File: config.mk
export PLATFORM = sky130hd
export DESIGN_NAME = serdes_deserializer
export DESIGN_NICKNAME = d
export VERILOG_FILES = /design/src/rtl/serdes_deserializer.sv
export SDC_FILE = /design/constraint.sdc
export NUM_CORES = 1
export LEC_CHECK = 0
export ABC_CLOCK_PERIOD_IN_PS = 3330
export CAP_MARGIN = 30
export CORE_ASPECT_RATIO = 2
export CORE_MARGIN = 4
export CORE_UTILIZATION = 52
export CTS_CLUSTER_SIZE = 14
export DETAILED_ROUTE_END_ITERATION = 8
export GPL_ROUTABILITY_DRIVEN = 1
export PLACE_DENSITY_LB_ADDON = 0.15
export SLEW_MARGIN = 5
export SYNTH_ARGS = -nofsm -noshare
export SYNTH_HDL_FRONTEND = slang
export SYNTH_SLANG_ARGS = --single-unit
export TNS_END_PERCENT = 5
File: constraint.sdc
create_clock -name clk -period 3.33 [get_ports clk]
set_clock_uncertainty 0.1 [all_clocks]
set_input_delay 0.666 -clock clk [delete_from_list [all_inputs] [get_ports clk]]
set_output_delay 0.666 -clock clk [all_outputs]
set_load 0.02 [all_outputs]
File: src/rtl/serdes_deserializer.sv
// ---------------------------------------------------------------------------
// serdes_deserializer
//
// Purpose:
//   Collects N_SAMPLES serial sample words, arriving one per accepted
//   valid/ready handshake, into one parallel frame. The finished frame is
//   then offered to a downstream consumer with its own valid/ready
//   handshake.
//
//   A two-state FSM controls the block:
//     COLLECT - the block accepts samples.
//     OUTPUT  - the block holds a complete frame until the consumer takes it.
//
// Parameters:
//   BIT_WIDTH - width of each sample word (default 32)
//   N_SAMPLES - samples per parallel frame, >= 1 (default 8)
//
// Ports:
//   clk       in   1                     single clock, rising edge
//   reset     in   1                     asynchronous, active-low reset
//   recv_msg  in   BIT_WIDTH             serial sample word
//   recv_val  in   1                     recv_msg valid
//   recv_rdy  out  1                     block can accept a sample
//   send_msg  out  [N_SAMPLES] x BIT_WIDTH
//                                        assembled frame; element i holds
//                                        the i-th accepted sample
//   send_val  out  1                     send_msg holds a complete frame
//   send_rdy  in   1                     consumer accepts the frame
//
// Configuration:
//   SERDES_DESERIALIZER_OVERLAP_EN - when this macro is defined, the block
//   can accept a new sample in the same cycle that the pending frame leaves.
//   In OUTPUT, recv_rdy follows send_rdy, so frames can arrive back-to-back
//   every N_SAMPLES cycles. When the macro is undefined, recv_rdy is held at
//   0 for the whole OUTPUT state.
// ---------------------------------------------------------------------------
module serdes_deserializer #(
  parameter int BIT_WIDTH = 32,
  parameter int N_SAMPLES = 8
) (
  input  logic                 clk,
  input  logic                 reset,
  input  logic [BIT_WIDTH-1:0] recv_msg,
  input  logic                 recv_val,
  output logic                 recv_rdy,
  output logic [BIT_WIDTH-1:0] send_msg [N_SAMPLES],
  output logic                 send_val,
  input  logic                 send_rdy
);

  // The counter needs at least one bit, even when a frame has one sample.
  localparam int CW = (N_SAMPLES > 1) ? $clog2(N_SAMPLES) : 1;
  localparam logic [CW-1:0] LAST_IDX = CW'(N_SAMPLES - 1);

  typedef enum logic {
    COLLECT = 1'b0,
    OUTPUT  = 1'b1
  } state_t;

  state_t               state_q;
  state_t               state_d;
  logic [CW-1:0]        count_q;
  logic [CW-1:0]        count_d;
  logic [BIT_WIDTH-1:0] sample_q [N_SAMPLES];

  logic recv_fire;
  logic send_fire;
  logic at_last;

  // The last sample of a frame lands where the counter reaches LAST_IDX.
  // When N_SAMPLES is 1, LAST_IDX is 0, so every sample completes a frame.
  assign at_last = (count_q == LAST_IDX);

  // State register. Reset returns the block to an empty COLLECT state.
  always_ff @(posedge clk or negedge reset) begin
    if (!reset) begin
      state_q <= COLLECT;
    end else begin
      state_q <= state_d;
    end
  end

  // Next state and handshake outputs. Both ready and valid depend only on
  // the state (and on send_rdy when overlap is enabled), so recv_val never
  // reaches an output combinationally. Each fire term is formed from the
  // ready/valid value computed above it in this block.
  always_comb begin
    state_d   = state_q;
    count_d   = count_q;
    recv_rdy  = 1'b0;
    send_val  = 1'b0;
    recv_fire = 1'b0;
    send_fire = 1'b0;

    case (state_q)
      COLLECT: begin
        recv_rdy  = 1'b1;
        recv_fire = recv_val;
        if (recv_fire) begin
          if (at_last) begin
            state_d = OUTPUT;
            count_d = '0;
          end else begin
            count_d = count_q + CW'(1);
          end
        end
      end

      OUTPUT: begin
        send_val  = 1'b1;
`ifdef SERDES_DESERIALIZER_OVERLAP_EN
        recv_rdy  = send_rdy;
`else
        recv_rdy  = 1'b0;
`endif
        send_fire = send_rdy;
        recv_fire = recv_val & recv_rdy;
        if (send_fire) begin
          state_d = COLLECT;
          count_d = '0;
          // With overlap, the incoming sample opens the next frame at
          // index 0. A one-sample frame is already complete, so the block
          // stays in OUTPUT with the new frame.
          if (recv_fire) begin
            if (N_SAMPLES == 1) begin
              state_d = OUTPUT;
            end else begin
              count_d = CW'(1);
            end
          end
        end
      end

      default: begin
        state_d = COLLECT;
        count_d = '0;
      end
    endcase
  end

  // Sample counter. Its range is 0..N_SAMPLES-1 and it never wraps past the
  // last index.
  always_ff @(posedge clk or negedge reset) begin
    if (!reset) begin
      count_q <= '0;
    end else begin
      count_q <= count_d;
    end
  end

  // Sample registers. While collecting, each accepted word goes to the slot
  // at the current count. An overlapped word, accepted in OUTPUT, always
  // goes to slot 0. The departing frame is read from these registers in the
  // same cycle, and that read is unaffected because the write takes effect
  // only after the clock edge. Slots that this frame does not write keep
  // their previous contents.
  always_ff @(posedge clk or negedge reset) begin
    if (!reset) begin
      for (int i = 0; i < N_SAMPLES; i++) begin
        sample_q[i] <= '0;
      end
    end else if (recv_fire) begin
      for (int i = 0; i < N_SAMPLES; i++) begin
        if (state_q == COLLECT) begin
          if (count_q == CW'(i)) begin
            sample_q[i] <= recv_msg;
          end
        end else if (i == 0) begin
          sample_q[i] <= recv_msg;
        end
      end
    end
  end

  assign send_msg = sample_q;

endmodule
# Word-level counts from Yosys, hierarchy flattened
# Cells that the tools add are included.
[word_totals]
reg_bits = 260
memories = 0
wordCells = 45
ram_bits = 0
mem_bits_ro = 0
inputBits = 36
output_inout_bits = 258
latch_bits = 0
[classes]
n_mul = 0
eq_ne = 9
n_mux = 13
bitwise_logic = 1
n_div = 0
add_sub_neg = 1
order_cmp = 0
shifts = 0
n_reduce_logical = 11
[op_table]
columns = ["cell", "n"]
rows = [
  ["$mux 32", 2],
  ["$reduce_and 3->1", 7],
  ["$eq 3x3->1 const B", 4],
  ["$mux 3", 3],
  ["$eq 3x2->1 const B", 2],
  ["$pmux 1 s2", 3],
  ["$pmux 3 s2", 1],
  ["$mux 1", 4],
  ["$ne 2x2->1 const B", 2],
  ["$reduce_and 2->1", 2],
  ["$add 3x1->3 const B", 1],
  ["$eq 3x1->1 const B", 1],
  ["$logic_not 3->1", 1],
  ["$reduce_bool 2->1", 1],
  ["$not 1->1", 1],
]

# Depth between registers and ports, before layout
[logic_depth]
depth_word = 4
ltp_mapped = 6

# Least setup slack after synthesis
# No wires, ideal clock.
[synth_timing]
kind = "in2reg"
startpoint = "input port recv_val"
endpoint = "register sample_q (netlist bit send_msg[226])"
setup_ps = 125
t_arrival_ps = 1544
slack_ps = 1561
required_time_ps = 3105
n_path_buf = 2
path_stages = 4
cell_sequence = "nor4bb_1 buf_4 buf_12 mux2_4"
[synth_between]
elab_chain_cells = 2
[synth_lines]
columns = ["item", "line_no", "source"]
rows = [
  ["from (decl)", "44", "input logic recv_val,"],
  ["$pmux 1 s2", "95", "case (state_q)"],
  ["$reduce_and 2->1 (no source line)", "-", ""],
  ["to (signal, indexed assignment)", "166", "sample_q[i] <= recv_msg;"],
  ["to (signal, indexed assignment)", "169", "sample_q[i] <= recv_msg;"],
  ["to (decl)", "64", "logic [BIT_WIDTH-1:0] sample_q [N_SAMPLES];"],
]
# Every way passes these cells.
# A chain may end at the register's enable or synchronous reset.

# Worst setup path after layout
[layout_timing]
startpoint = "register state_q"
endpoint = "output port send_val"
[layout_between]
elab_chain_cells = 1
[layout_lines]
columns = ["item", "line_no", "source"]
rows = [
  ["from (decl)", "60", "state_t state_q;"],
  ["from (signal assigned)", "79", "state_q <= state_d;"],
  ["$mux 1", "95", ""],
  ["to (decl)", "47", "output logic send_val,"],
]
# Every way passes these cells.

==> reports/qor.csv <==
metric;value;unit
cell family contributing the most delay on the critical path;flip-flops;
transition time of the tightest slew-check pin;0.677;ns
class of the worst hold path;in -> async;
via total after detailed routing;6034;
Compound-Gate Fraction of Synth Area;0.00133;
Worst Setup Slack, final;0.528;ns
critical-path cell list;clkdlybuf4s50_1;
clock transition at the registers of the reported paths;0.07;ns
Std-Cell Rows;72;
Worst path depth;1;
maximum fanout along the worst path;18;
Final setup violation count;0;
DPL Wire Length;19300;um
adder and majority cell fraction of the synthesized area;0.00847;
global-route wire length before repair;42100;um
Die Y-Extent;207;um
post-synthesis xor/xnor area fraction;0;
maximum number of pins on one net before global-route repair;82;
synth unique cells;24;
layout cell share with drive strength beyond 1;0.343;
most frequent cell after synthesis;sky130_fd_sc_hd__dfrtp_1;
Relative slew margins;0.549;
worst path buffer plus inverter count;1;
Via density;5.24;
Pwr Density;1170;nW/um2
arrival time reported for the critical path endpoint;2.04;ns
initial drt markers;178;
required time reported for the critical path endpoint;2.56;ns
Nets;926;
proportion of synthesized chip area in sequential cells;0.629;
Design Power;16.6;mW
CP max stage delay;0.78;ns
diode count;0;
Post-Synth Simple-Gate Area;0.0197;
highest-delay cell along the critical path;sky130_fd_sc_hd__dfrtp_1;
result of the run;completed;
synth-to-layout area growth;37.3;%
DRC Markers;0;
category of the worst setup path launch point;flop;
static power due to leakage;6.40;nW
average detailed-routed wire length per instance;23.5;um
number of flops mapped to enable cells by yosys;0;
detailed-routing iteration count for the pre-antenna-repair pass;4;
non-filler instance count after layout;1151;
Total Negative Setup Slacks;0;ns
critical path class;reg -> out;
mean area per synthesized cell;17.9;um2
post-synthesis cell area;10300;um2
number of buffers inserted to repair setup after CTS;0;
most area-hungry cell type in the Yosys netlist;sky130_fd_sc_hd__dfrtp_1;
Critical R2R Launch;count_q[2];
vias in the first global route;6875;
Post-DRT Antenna Nets;0;
Max Fclk;357;MHz
TritonCTS clock tree;yes;
number of buffers on the longest clock path;3;
overall fraction of global-route tracks in use;0.246;
count of state elements after synthesis;260;
antenna violations before repair;0;
H-tree levels;1;
total clock buffers created by CTS;23;
depth of the most critical reg-to-reg path;5;
number of inserted filler cells in the final layout;1304;
Die W;108;um
total overflow reported by the global router;0;
setup repair after global routing missed its margin;no;
max-cap violation count;0;
Worst Hold Margin;0.0393;ns
warning count from the yosys run;0;
Core Box Area;19500;um2
net count of the mapped netlist;621;
proportion of netlist area held by the largest area contributor;0.629;
# hold bufs at CTS;0;
max-slew violations;0;
Clock Tree Root;sky130_fd_sc_hd__clkbuf_16;
Die ar.;22300;um2
mux cell area share after synthesis;0.311;
initial standard-cell utilization of the core;0.532;
placed insts;1117;
number of sinks handled by clock tree synthesis;260;
post-route clock period utilization;0.841;
number of primary I/O pins;294;
final RePlAce weighted congestion;0.825;
top cells by instance count after synthesis;sky130_fd_sc_hd__dfrtp_1, sky130_fd_sc_hd__mux2_2, sky130_fd_sc_hd__mux2_4;
Reg2Reg Setup Slack;1.10;ns
async set or reset register ratio after synthesis;1.00;
main combinational cell family by area after synthesis;multiplexers;
largest voltage drop on the vdd net;0.638;mV
latest clock arrival within the worst-skew pair;0.50;ns
Setup Slack @ Placement;0.336;ns
nature of the critical path endpoint;output pin;
Synth Flop Type;sky130_fd_sc_hd__dfrtp_1;
Synth Instances;578;
leading post-synthesis cells by cell area;sky130_fd_sc_hd__dfrtp_1, sky130_fd_sc_hd__mux2_2, sky130_fd_sc_hd__mux2_4;
routed wire length;27000;um
number of buffers inserted by port buffering;293;
post-route minimum period;2.80;ns
number of resized instances in the post-cts repair step;0;
capturing point of the worst reg2reg path;send_msg[139];
Hold Fails Final Rpt;0;
[report_power, final]
| part | total (mW) | switching, mW | internal (mW) | leakage [nW] |
|---|---|---|---|---|
| Combinational | 8.44 | 3.89 | 4.55 | 2.93 |
| Clock | 2.45 | 1.09 | 1.36 | 0.332 |
| Sequential | 5.75 | 0.987 | 4.76 | 3.14 |
[routing by layer]
| layer | vias to the layer above | GRT usage | wire [um] |
|---|---|---|---|
| li1 | 2649 | - | - |
| met1 | 3088 | 0.274 | 9350 |
| met2 | 232 | 0.447 | 14700 |
| met3 | 65 | 0.0486 | 1640 |
| met4 | 0 | 0.106 | 1350 |
| met5 | - | 0 | 0 |
[worst register-to-register path: cells and delay by family, from the launching register on]
kind                       cells  cell delay [ns]
and+or+nand+nor                1             0.28
DFF                            1             0.76
adders and majority gates      1             0.26
buffers and inverters          2             0.36
muxes                          1             0.37
[cells by family (layout without fill, tap and decap cells)]
logic type               count (synthesis)  after routing
AO/OA/AOI/OAI                            2              2
AND/OR/NAND/NOR                         19             19
buffers and inverters                   34            348
adder cells (fa/ha/maj)                  7              7
flip-flops                             260            260
multiplexers                           256            256
[flip-flops by register name (all words and copies together) (netlist names)]
register / count
count_q: 3
send_msg: 256
state_q: 1
[worst max-delay path by stage]
stage	start	end	slack [ns]
final	state_q	send_val	0.53
after floorplan	recv_val	send_msg[226]	1.56
after detailed placement	recv_val	send_msg[180]	0.34
after CTS	state_q	send_val	0.52
after global placement	recv_val	send_msg[163]	0.40
after global routing	state_q	recv_rdy	0.44
[placed cells by master (no fill, tap or decap)]
cell type / instances
sky130_fd_sc_hd__clkbuf_16: 23
sky130_fd_sc_hd__nor4bb_4: 3
sky130_fd_sc_hd__nand3_1: 2
sky130_fd_sc_hd__inv_1: 4
sky130_fd_sc_hd__clkbuf_8: 5
sky130_fd_sc_hd__mux2_4: 90
sky130_fd_sc_hd__mux2_1: 7
sky130_fd_sc_hd__nand2_1: 1
sky130_fd_sc_hd__and2_1: 1
sky130_fd_sc_hd__nand3b_4: 2
sky130_fd_sc_hd__nor2_1: 1
sky130_fd_sc_hd__nand4bb_1: 1
sky130_fd_sc_hd__buf_8: 1
sky130_fd_sc_hd__o32ai_1: 1
sky130_fd_sc_hd__or3b_2: 2
sky130_fd_sc_hd__clkinv_2: 2
sky130_fd_sc_hd__nand4b_4: 2
sky130_fd_sc_hd__clkdlybuf4s50_1: 292
sky130_fd_sc_hd__or4b_1: 1
sky130_fd_sc_hd__ha_1: 7
sky130_fd_sc_hd__nand4b_1: 1
sky130_fd_sc_hd__dfrtp_1: 260
sky130_fd_sc_hd__buf_4: 13
sky130_fd_sc_hd__nand3b_1: 2
sky130_fd_sc_hd__clkbuf_1: 4
sky130_fd_sc_hd__mux2_2: 159
sky130_fd_sc_hd__o21ai_0: 1
sky130_fd_sc_hd__buf_12: 4
[area by class of cell]
type | count | area [um2] | area share
flip-flops and latches | 260 | 6510 | 0.458
multi-input cells | 284 | 3570 | 0.251
repair buffers | 310 | 3120 | 0.219
clock buffers | 32 | 659 | 0.0464
well taps | 259 | 324 | 0.0228
inverters | 4 | 15.0 | 0.00106
clock inverters | 2 | 10.0 | 0.000705
[per-stage QoR]
stage | utilization | area, um2
finish | 0.730 | 14200
global route | 0.730 | 14200
CTS | 0.730 | 14200
detailed placement | 0.695 | 13500
global placement | 0.695 | 13500
floorplan | - | 10300
Power figures use the tool's default switching activity.
